$ cat src/rtl/uart_rx_byte_pkg.sv
// Shared definitions for the UART 8N1 receiver: FSM state encoding and default timing.
package uart_rx_byte_pkg;

   localparam int unsigned CLKS_PER_BIT_DEFAULT = 87;
   localparam int unsigned SYNC_STAGES_DEFAULT  = 2;

   typedef enum logic [2:0] {
      ST_IDLE  = 3'd0,
      ST_START = 3'd1,
      ST_DATA  = 3'd2,
      ST_STOP  = 3'd3,
      ST_BRK   = 3'd4
   } rx_state_e;

endpackage

$ cat src/rtl/uart_rx_byte_rx_sync.sv
// Multi-stage shift synchroniser for the asynchronous rx line; resets to the idle (high) level.
module rx_sync #(
   parameter int unsigned STAGES = 2
) (
   input  logic clk_i,
   input  logic rst_i,
   input  logic d_i,
   output logic q_o
);

   logic [STAGES-1:0] sync_q;

   always_ff @(posedge clk_i) begin
      if (rst_i) begin
         sync_q <= '1;
      end else begin
         sync_q <= {sync_q[STAGES-2:0], d_i};
      end
   end

   assign q_o = sync_q[STAGES-1];

endmodule

$ cat src/rtl/uart_rx_byte.sv
// UART 8N1 receiver: start-bit glitch rejection, mid-bit sampling, framing-error and break
// handling, and a one-byte holding register behind a valid/ready handshake.
module uart_rx_byte
   import uart_rx_byte_pkg::*;
#(
   parameter int unsigned CLKS_PER_BIT = CLKS_PER_BIT_DEFAULT,
   parameter int unsigned SYNC_STAGES  = SYNC_STAGES_DEFAULT
) (
   input  logic       CLK,
   input  logic       RST,
   input  logic       rx_serial,
   output logic [7:0] o_data,
   output logic       o_valid,
   input  logic       i_ready,
   output logic       o_frame_err,
   output logic       o_overrun,
   output logic       o_busy,
   output rx_state_e  o_dbg_state
);

   // Handshake: o_data is accepted on any cycle where o_valid & i_ready; while o_valid is high
   // and i_ready low, o_data and o_valid stay put; i_ready with o_valid low is ignored.

   localparam int unsigned CW   = $clog2(CLKS_PER_BIT);
   localparam int unsigned HALF = CLKS_PER_BIT / 2;
   localparam logic [CW-1:0] HALF_M1  = CW'(HALF - 1);
   localparam logic [CW-1:0] BIT_LAST = CW'(CLKS_PER_BIT - 1);

   logic            rxs;
   logic            rxs_q;
   rx_state_e       state_q, state_d;
   logic [CW-1:0]   cnt_q, cnt_d;
   logic [2:0]      idx_q, idx_d;
   logic [7:0]      shift_q, shift_d;
   logic            deliver_q, deliver_d;
   logic [7:0]      data_q, data_d;
   logic            valid_q, valid_d;
   logic            ferr_q, ferr_d;
   logic            ovr_q, ovr_d;

   rx_sync #(
      .STAGES (SYNC_STAGES)
   ) u_rx_sync (
      .clk_i (CLK),
      .rst_i (RST),
      .d_i   (rx_serial),
      .q_o   (rxs)
   );

   always_ff @(posedge CLK) begin
      if (RST) begin
         rxs_q     <= 1'b1;
         state_q   <= ST_IDLE;
         cnt_q     <= '0;
         idx_q     <= '0;
         shift_q   <= '0;
         deliver_q <= 1'b0;
         data_q    <= '0;
         valid_q   <= 1'b0;
         ferr_q    <= 1'b0;
         ovr_q     <= 1'b0;
      end else begin
         rxs_q     <= rxs;
         state_q   <= state_d;
         cnt_q     <= cnt_d;
         idx_q     <= idx_d;
         shift_q   <= shift_d;
         deliver_q <= deliver_d;
         data_q    <= data_d;
         valid_q   <= valid_d;
         ferr_q    <= ferr_d;
         ovr_q     <= ovr_d;
      end
   end

   // Frame FSM: the stop bit is judged at its midpoint so IDLE can catch a back-to-back start edge.
   always_comb begin
      state_d   = state_q;
      cnt_d     = cnt_q;
      idx_d     = idx_q;
      shift_d   = shift_q;
      deliver_d = 1'b0;
      ferr_d    = 1'b0;
      case (state_q)
         ST_IDLE: begin
            if (rxs_q && !rxs) begin
               cnt_d   = '0;
               state_d = ST_START;
            end
         end
         ST_START: begin
            if (cnt_q == HALF_M1) begin
               cnt_d = '0;
               if (!rxs) begin
                  idx_d   = '0;
                  state_d = ST_DATA;
               end else begin
                  state_d = ST_IDLE;
               end
            end else begin
               cnt_d = cnt_q + CW'(1);
            end
         end
         ST_DATA: begin
            if (cnt_q == BIT_LAST) begin
               cnt_d          = '0;
               shift_d[idx_q] = rxs;
               idx_d          = idx_q + 3'd1;
               if (idx_q == 3'd7) begin
                  state_d = ST_STOP;
               end
            end else begin
               cnt_d = cnt_q + CW'(1);
            end
         end
         ST_STOP: begin
            if (cnt_q == BIT_LAST) begin
               cnt_d = '0;
               if (rxs) begin
                  deliver_d = 1'b1;
                  state_d   = ST_IDLE;
               end else begin
                  ferr_d  = 1'b1;
                  state_d = ST_BRK;
               end
            end else begin
               cnt_d = cnt_q + CW'(1);
            end
         end
         ST_BRK: begin
            if (rxs) begin
               state_d = ST_IDLE;
            end
         end
         default: begin
            state_d = ST_IDLE;
         end
      endcase
   end

   // A byte arriving into a full, unconsumed holding register is dropped and flagged.
   always_comb begin
      data_d  = data_q;
      valid_d = valid_q;
      ovr_d   = 1'b0;
      if (deliver_q) begin
         if (!valid_q || i_ready) begin
            data_d  = shift_q;
            valid_d = 1'b1;
         end else begin
            ovr_d = 1'b1;
         end
      end else if (valid_q && i_ready) begin
         valid_d = 1'b0;
      end
   end

   assign o_data      = data_q;
   assign o_valid     = valid_q;
   assign o_frame_err = ferr_q;
   assign o_overrun   = ovr_q;
   assign o_busy      = (state_q != ST_IDLE);
   assign o_dbg_state = state_q;

endmodule

$ cat config.mk
export PLATFORM = sky130hd
export DESIGN_NAME = uart_rx_byte
export DESIGN_NICKNAME = d
export VERILOG_FILES = /design/src/rtl/uart_rx_byte_pkg.sv /design/src/rtl/uart_rx_byte_rx_sync.sv /design/src/rtl/uart_rx_byte.sv
export SDC_FILE = /design/constraint.sdc
export NUM_CORES = 1
export LEC_CHECK = 0
export CAP_MARGIN = 20
export CORE_MARGIN = 3
export CORE_UTILIZATION = 50
export DETAILED_ROUTE_END_ITERATION = 8
export GPL_TIMING_DRIVEN = 0
export PLACE_DENSITY_LB_ADDON = 0.08
export SYNTH_ARGS = -nofsm -noshare
export SYNTH_HDL_FRONTEND = slang
export SYNTH_SLANG_ARGS = --single-unit
$ cat constraint.sdc
create_clock -name CLK -period 3.4 [get_ports CLK]
set_input_delay 0.68 -clock CLK [delete_from_list [all_inputs] [get_ports CLK]]
set_output_delay 0.68 -clock CLK [all_outputs]
set_load 0.01 [all_outputs]
* Yosys cells after proc, flatten, opt, wreduce, memory -nomap -nowiden
Index checks and enable logic that the tools add are counted.
** Storage, ports and cells
- Register bits after elaboration :: 36
- Bits of input ports :: 4
- Output and inout bits :: 15
- Logic and storage cells :: 79
** Operators by class
- Add/subtract/negate cells :: 2
- $lt $le $gt $ge :: 2
- Eq/ne operators :: 15
- Mux-type cells :: 26
- Bitwise gates (word level) :: 3
- Reductions and logical operators :: 20
** Operators with widths (number)
- $mux W3 :: 10
- $mux W7 :: 3
- $pmux W7 S3 :: 1
- $pmux W3 S5 :: 1
- $ne A2 B2 Y1 const B :: 6
- $bwmux W8 :: 1
- $reduce_and A2 Y1 :: 4
- $add A7 B1 Y7 const B :: 1
- $eq A7 B6 Y1 const B :: 1
- $eq A7 B7 Y1 const B :: 1
- $mux W1 :: 7
- $eq A3 B2 Y1 const B :: 2
- $eq A3 B3 Y1 const B :: 2
- $pmux W3 S2 :: 1
- $reduce_and A6 Y1 :: 1
- $reduce_bool A3 Y1 :: 2
- $lt A3 B4 Y1 const B :: 1
- $ne A2 B1 Y1 const B :: 2
- $reduce_and A4 Y1 :: 1
- $reduce_bool A2 Y1 :: 2
- $reduce_or A2 Y1 :: 2
- $add A3 B1 Y3 const B :: 1
- $demux W1 S3 :: 1
- $eq A3 B1 Y1 const B :: 1
- other kinds (8) :: 13

* Longest topological paths before layout
- Depth in word-level cells :: 5
- Mapped depth :: 7
- Gate-level depth less buffers :: 6

* Modules after synthesis
From an unflattened synthesis, not the netlist that was laid out.
** Unflattened totals
- Cell total of the unflattened synthesis :: 190
- Area, all modules :: 1714.1 µm²
** Modules (own cells, without submodules)
- uart_rx_byte :: times used 1, cells each 186, area each 1661.6 µm², sequential area each 680.7 µm²
- rx_sync :: times used 1, cells each 4, area each 52.6 µm², sequential area each 40.0 µm²

* Worst setup path before layout
OpenSTA, ideal clock, no wires.
- Kind :: register -> register
- From :: reg state_q[1], in the netlist o_dbg_state[1]
- To :: reg state_q[0], in the netlist o_dbg_state[0]
- Library setup time :: 132 ps
- Arrival :: 1476 ps
- Data required time :: 3268 ps
- Path slack :: 1792 ps
- Stages on the path, launching flop included :: 6
- Path buffers :: 1
- Period minus slack after synthesis :: 1608 ps
- Cells stage by stage :: dfxtp_1 -> buf_6 -> or4b_1 -> and3_1 -> o31ai_1 -> a21oi_1
** On the way
- Word-level cells in the longest chain between the ends :: 3
- Elaborated cells between the ends (all ways) :: 13
- Classes of those cells :: 10 x eq/ne; 1 x mux; 2 x reduce/logical
** RTL lines
- start: declaration :: line uart_rx_byte.sv:31 : rx_state_e state_q, state_d;
- start signal: assignment :: line uart_rx_byte.sv:64 : state_q <= state_d;
- $eq A3 B3 Y1 (tied with other cells) :: line uart_rx_byte.sv:84 : case (state_q)
- $ne A2 B1 Y1 (no line) or $ne A2 B2 Y1 (tied branches)
- $reduce_and A6 Y1 (no line)
Parallel ways exist; a longest one is shown, timed or not.
A chain may end at the register's enable or synchronous reset.

* Worst setup path in the final report
- From :: reg state_q[0], in the netlist o_dbg_state[0]
- To :: out o_busy
** On the way
- Word-level cells in the longest chain between the ends :: 1
** RTL lines
- $reduce_bool A3 Y1 :: line uart_rx_byte.sv:162 : assign o_busy = (state_q != ST_IDLE);
- end: declaration :: line uart_rx_byte.sv:17 : output logic o_busy,
Every way passes these cells.

==> run_results.csv <==
group,metric,value,unit
run_status,status,"completed",
floorplan,initial_utilization,53.8,%
synth,synth_area,1680,sq um
critical_path,critPathTopFamily,"buffers and inverters",
cts,cts_tree,"built",
routing,drc,0,
global_routing,antenna_found_initial,0,
synth,ys_types,52,
routing,antenna_left,0,
synth,synth_common_cells,"dfxtp_1, mux2i_1, nand2_1",
synth,synth_top_area_cell,"dfxtp_1",
global_routing,grt_pass1_wl,5.78,mm
sta,fmax,392,MHz
synth,seq_area_frac_synth,42.8,%
layout,instances_no_fill,246,
cts,clk_latency,0.34,ns
floorplan,die-area,4100,sq um
place,dp_cells,238,
synth,synthFlopType,"dfxtp_1",
power_and_ir_drop,powerDensity,506,nW/um^2
place,place_hpwl,2.47,mm
min_path,holdCritStartpoint,"u_rx_sync.sync_q[0]",
cts,clk_pin_slew,0.11,ns
power_and_ir_drop,power_leakage,0.830,nW
cts,cts_resized,0,
sta,worst_pin_slew,0.680,ns
critical_path,slowest_stage,"clkdlybuf4s50_1",
synth,synth_seq_cells,36,
sta,rsz0062_at_grt,"no",
critical_path,critPathArrivalTime,1.87,ns
cts,cts_buffers,5,
critical_path,worstSetupPathType,"reg -> out",
place,place_area,1910,sq um
cts,hold_buffers,0,
min_path,hold_path.class,"reg -> reg",
layout,stdcell_area,2000,sq um
synth,post-synth-top-count-cell,"dfxtp_1",
floorplan,dieWidth,64.0,um
layout,nets,209,
place,place_congestion,0.831,
power_and_ir_drop,ir_drop,0.000365,V
sta,finalSetupTns,0,ns
sta,slew_viol_final,0,
floorplan,die_y,64.0,um
routing,via_count,1368,
critical_path,crit_start,"o_dbg_state[0]",
sta,setup_violations,0,
cts,clk_path_buf_depth,2,
cts,clockRootBuffer,"clkbuf_4",
sta,min_period,2.55,ns
synth,synth_top_cell_area_share,42.8,%
sta,layout_worst_path_cycle_share,75.0,%
flow_run,max-cap-violations,0,
layout,diodes,0,
critical_path,cp.buffers_inverters,3,
sta,slew_headroom,54.3,%
cts,cts_htree_levels,2,
cts,cts_setup_buffers,0,
synth,synthCells,177,
critical_path,startpoint_type,"flip-flop",
critical_path,crit_chain,"buf_1 > inv_1 > nand2_1 > clkdlybuf4s50_1",
synth,async_reset_ff_share,0,%
synth,synth_edf_count,0,
sta,worst_clock_skew,0.00738,ns
critical_path,worstPathMaxFanout,10,
layout,n_fill_cell,278,
routing,first_pass_iters,4,
critical_path,r2r-start,"o_dbg_state[2]",
routing,first_iter_violations,71,
global_routing,track_usage,17.9,%
critical_path,max_stage_delay,0.53,ns
critical_path,setup.worst_path.end_class,"primary output",
synth,syn-num-nets,185,
global_routing,grt_remaining_overflow,0,
global_routing,grt_max_degree,12,
floorplan,core-area,3130,sq um
global_routing,grt_pass1_vias,1259,
min_path,whs_path_depth,1,
cts,clock_sinks,36,
synth,avgSynthCellArea,9.51,sq um
layout,area_growth,19.0,%
place,port_buffers,17,
critical_path,worst-path-stages,4,
layout,fin_util,64.1,%
routing,post_drt_wl_per_cell,13.7,um
layout,drive_gt1_share,11.9,%
floorplan,rows,20,
routing,drt-total-wl,3.38,mm
synth,yosys-top-cells-area,"dfxtp_1, mux2i_1, nand2_1",
critical_path,critPathRequiredTime,2.72,ns
synth,yosys_warnings,0,
floorplan,ioPinCount,19,
critical_path,r2r_cells,6,
sta,finalHoldViolCount,0,
routing,via_per_inst,5.56,
[layout make-up]
type / count / area (sq um) / area share (%)
well taps: 44 / 55.1 / 2.75
repair buffers: 17 / 170 / 8.49
flip-flops and latches: 36 / 721 / 36.0
clock buffers: 7 / 65.1 / 3.25
clock inverters: 1 / 30.0 / 1.50
plain buffers: 9 / 42.5 / 2.12
multi-input cells: 125 / 895 / 44.6
inverters: 7 / 26.3 / 1.31
[state kept, by name, indices dropped and copies added, names as in the netlist]
signal,count
cnt_q,7
deliver_q,1
idx_q,3
o_data,8
o_dbg_state,3
o_frame_err,1
o_overrun,1
o_valid,1
rxs_q,1
shift_q,8
u_rx_sync.sync_q,2
[power breakdown]
group	internal (mW)	leakage [nW]	switching [mW]
clock	0.195	0.0515	0.139
combinational	0.0929	0.488	0.133
sequential	0.437	0.291	0.0178
[final timing paths]
path	to	slack, ns
worst max-delay path	o_busy	0.85
worst min-delay path	u_rx_sync.sync_q[1]	0.43
worst max register to register	idx_q[0]	1.61
worst min register to register	u_rx_sync.sync_q[1]	0.43
[layer usage]
layer / vias to the layer above / GRT usage [%] / part of all wire [%]
met5: - / 0 / 0
met4: 0 / 5.93 / 1.3
met2: 30 / 26.6 / 45
met1: 647 / 25.1 / 48
li1: 685 / - / -
met3: 6 / 4.75 / 5.1
[cell usage in the layout (no fill, tap or decap), types with 3 or more instances in the layout]
master | netlist | routed
a211oi_1 | 3 | 3
a21oi_1 | 7 | 7
clkbuf_1 | 6 | 6
clkbuf_4 | 0 | 5
clkdlybuf4s50_1 | 0 | 17
dfxtp_1 | 36 | 36
ha_1 | 4 | 4
inv_1 | 7 | 7
mux2i_1 | 16 | 16
nand2_1 | 16 | 16
nand3_1 | 5 | 5
nand3b_1 | 3 | 3
nor2_1 | 12 | 12
nor2b_1 | 5 | 5
nor3_1 | 3 | 3
o21ai_0 | 3 | 3
o31ai_1 | 3 | 3
or2_2 | 3 | 3
[metrics by stage]
stage               hold WS [ns]  power, mW  setup slack [ns]
CTS                        0.431       1.02             0.836
global placement           0.401      0.682              1.27
detailed placement         0.407      0.688              1.23
finish                     0.426       1.01             0.850
global route               0.445       1.07             0.677
floorplan                  0.389      0.619              1.79
[kinds of logic after synthesis]
kind of cell | after synthesis | share of synthesized area [%]
compound gates | 32 | 14.9
xor+xnor | 3 | 1.56
fa+ha+maj | 4 | 2.97
buf+inv | 16 | 4.09
flops | 36 | 42.8
mux | 17 | 10.2
simple gates | 69 | 23.5
(Power assumes the default switching activity.)
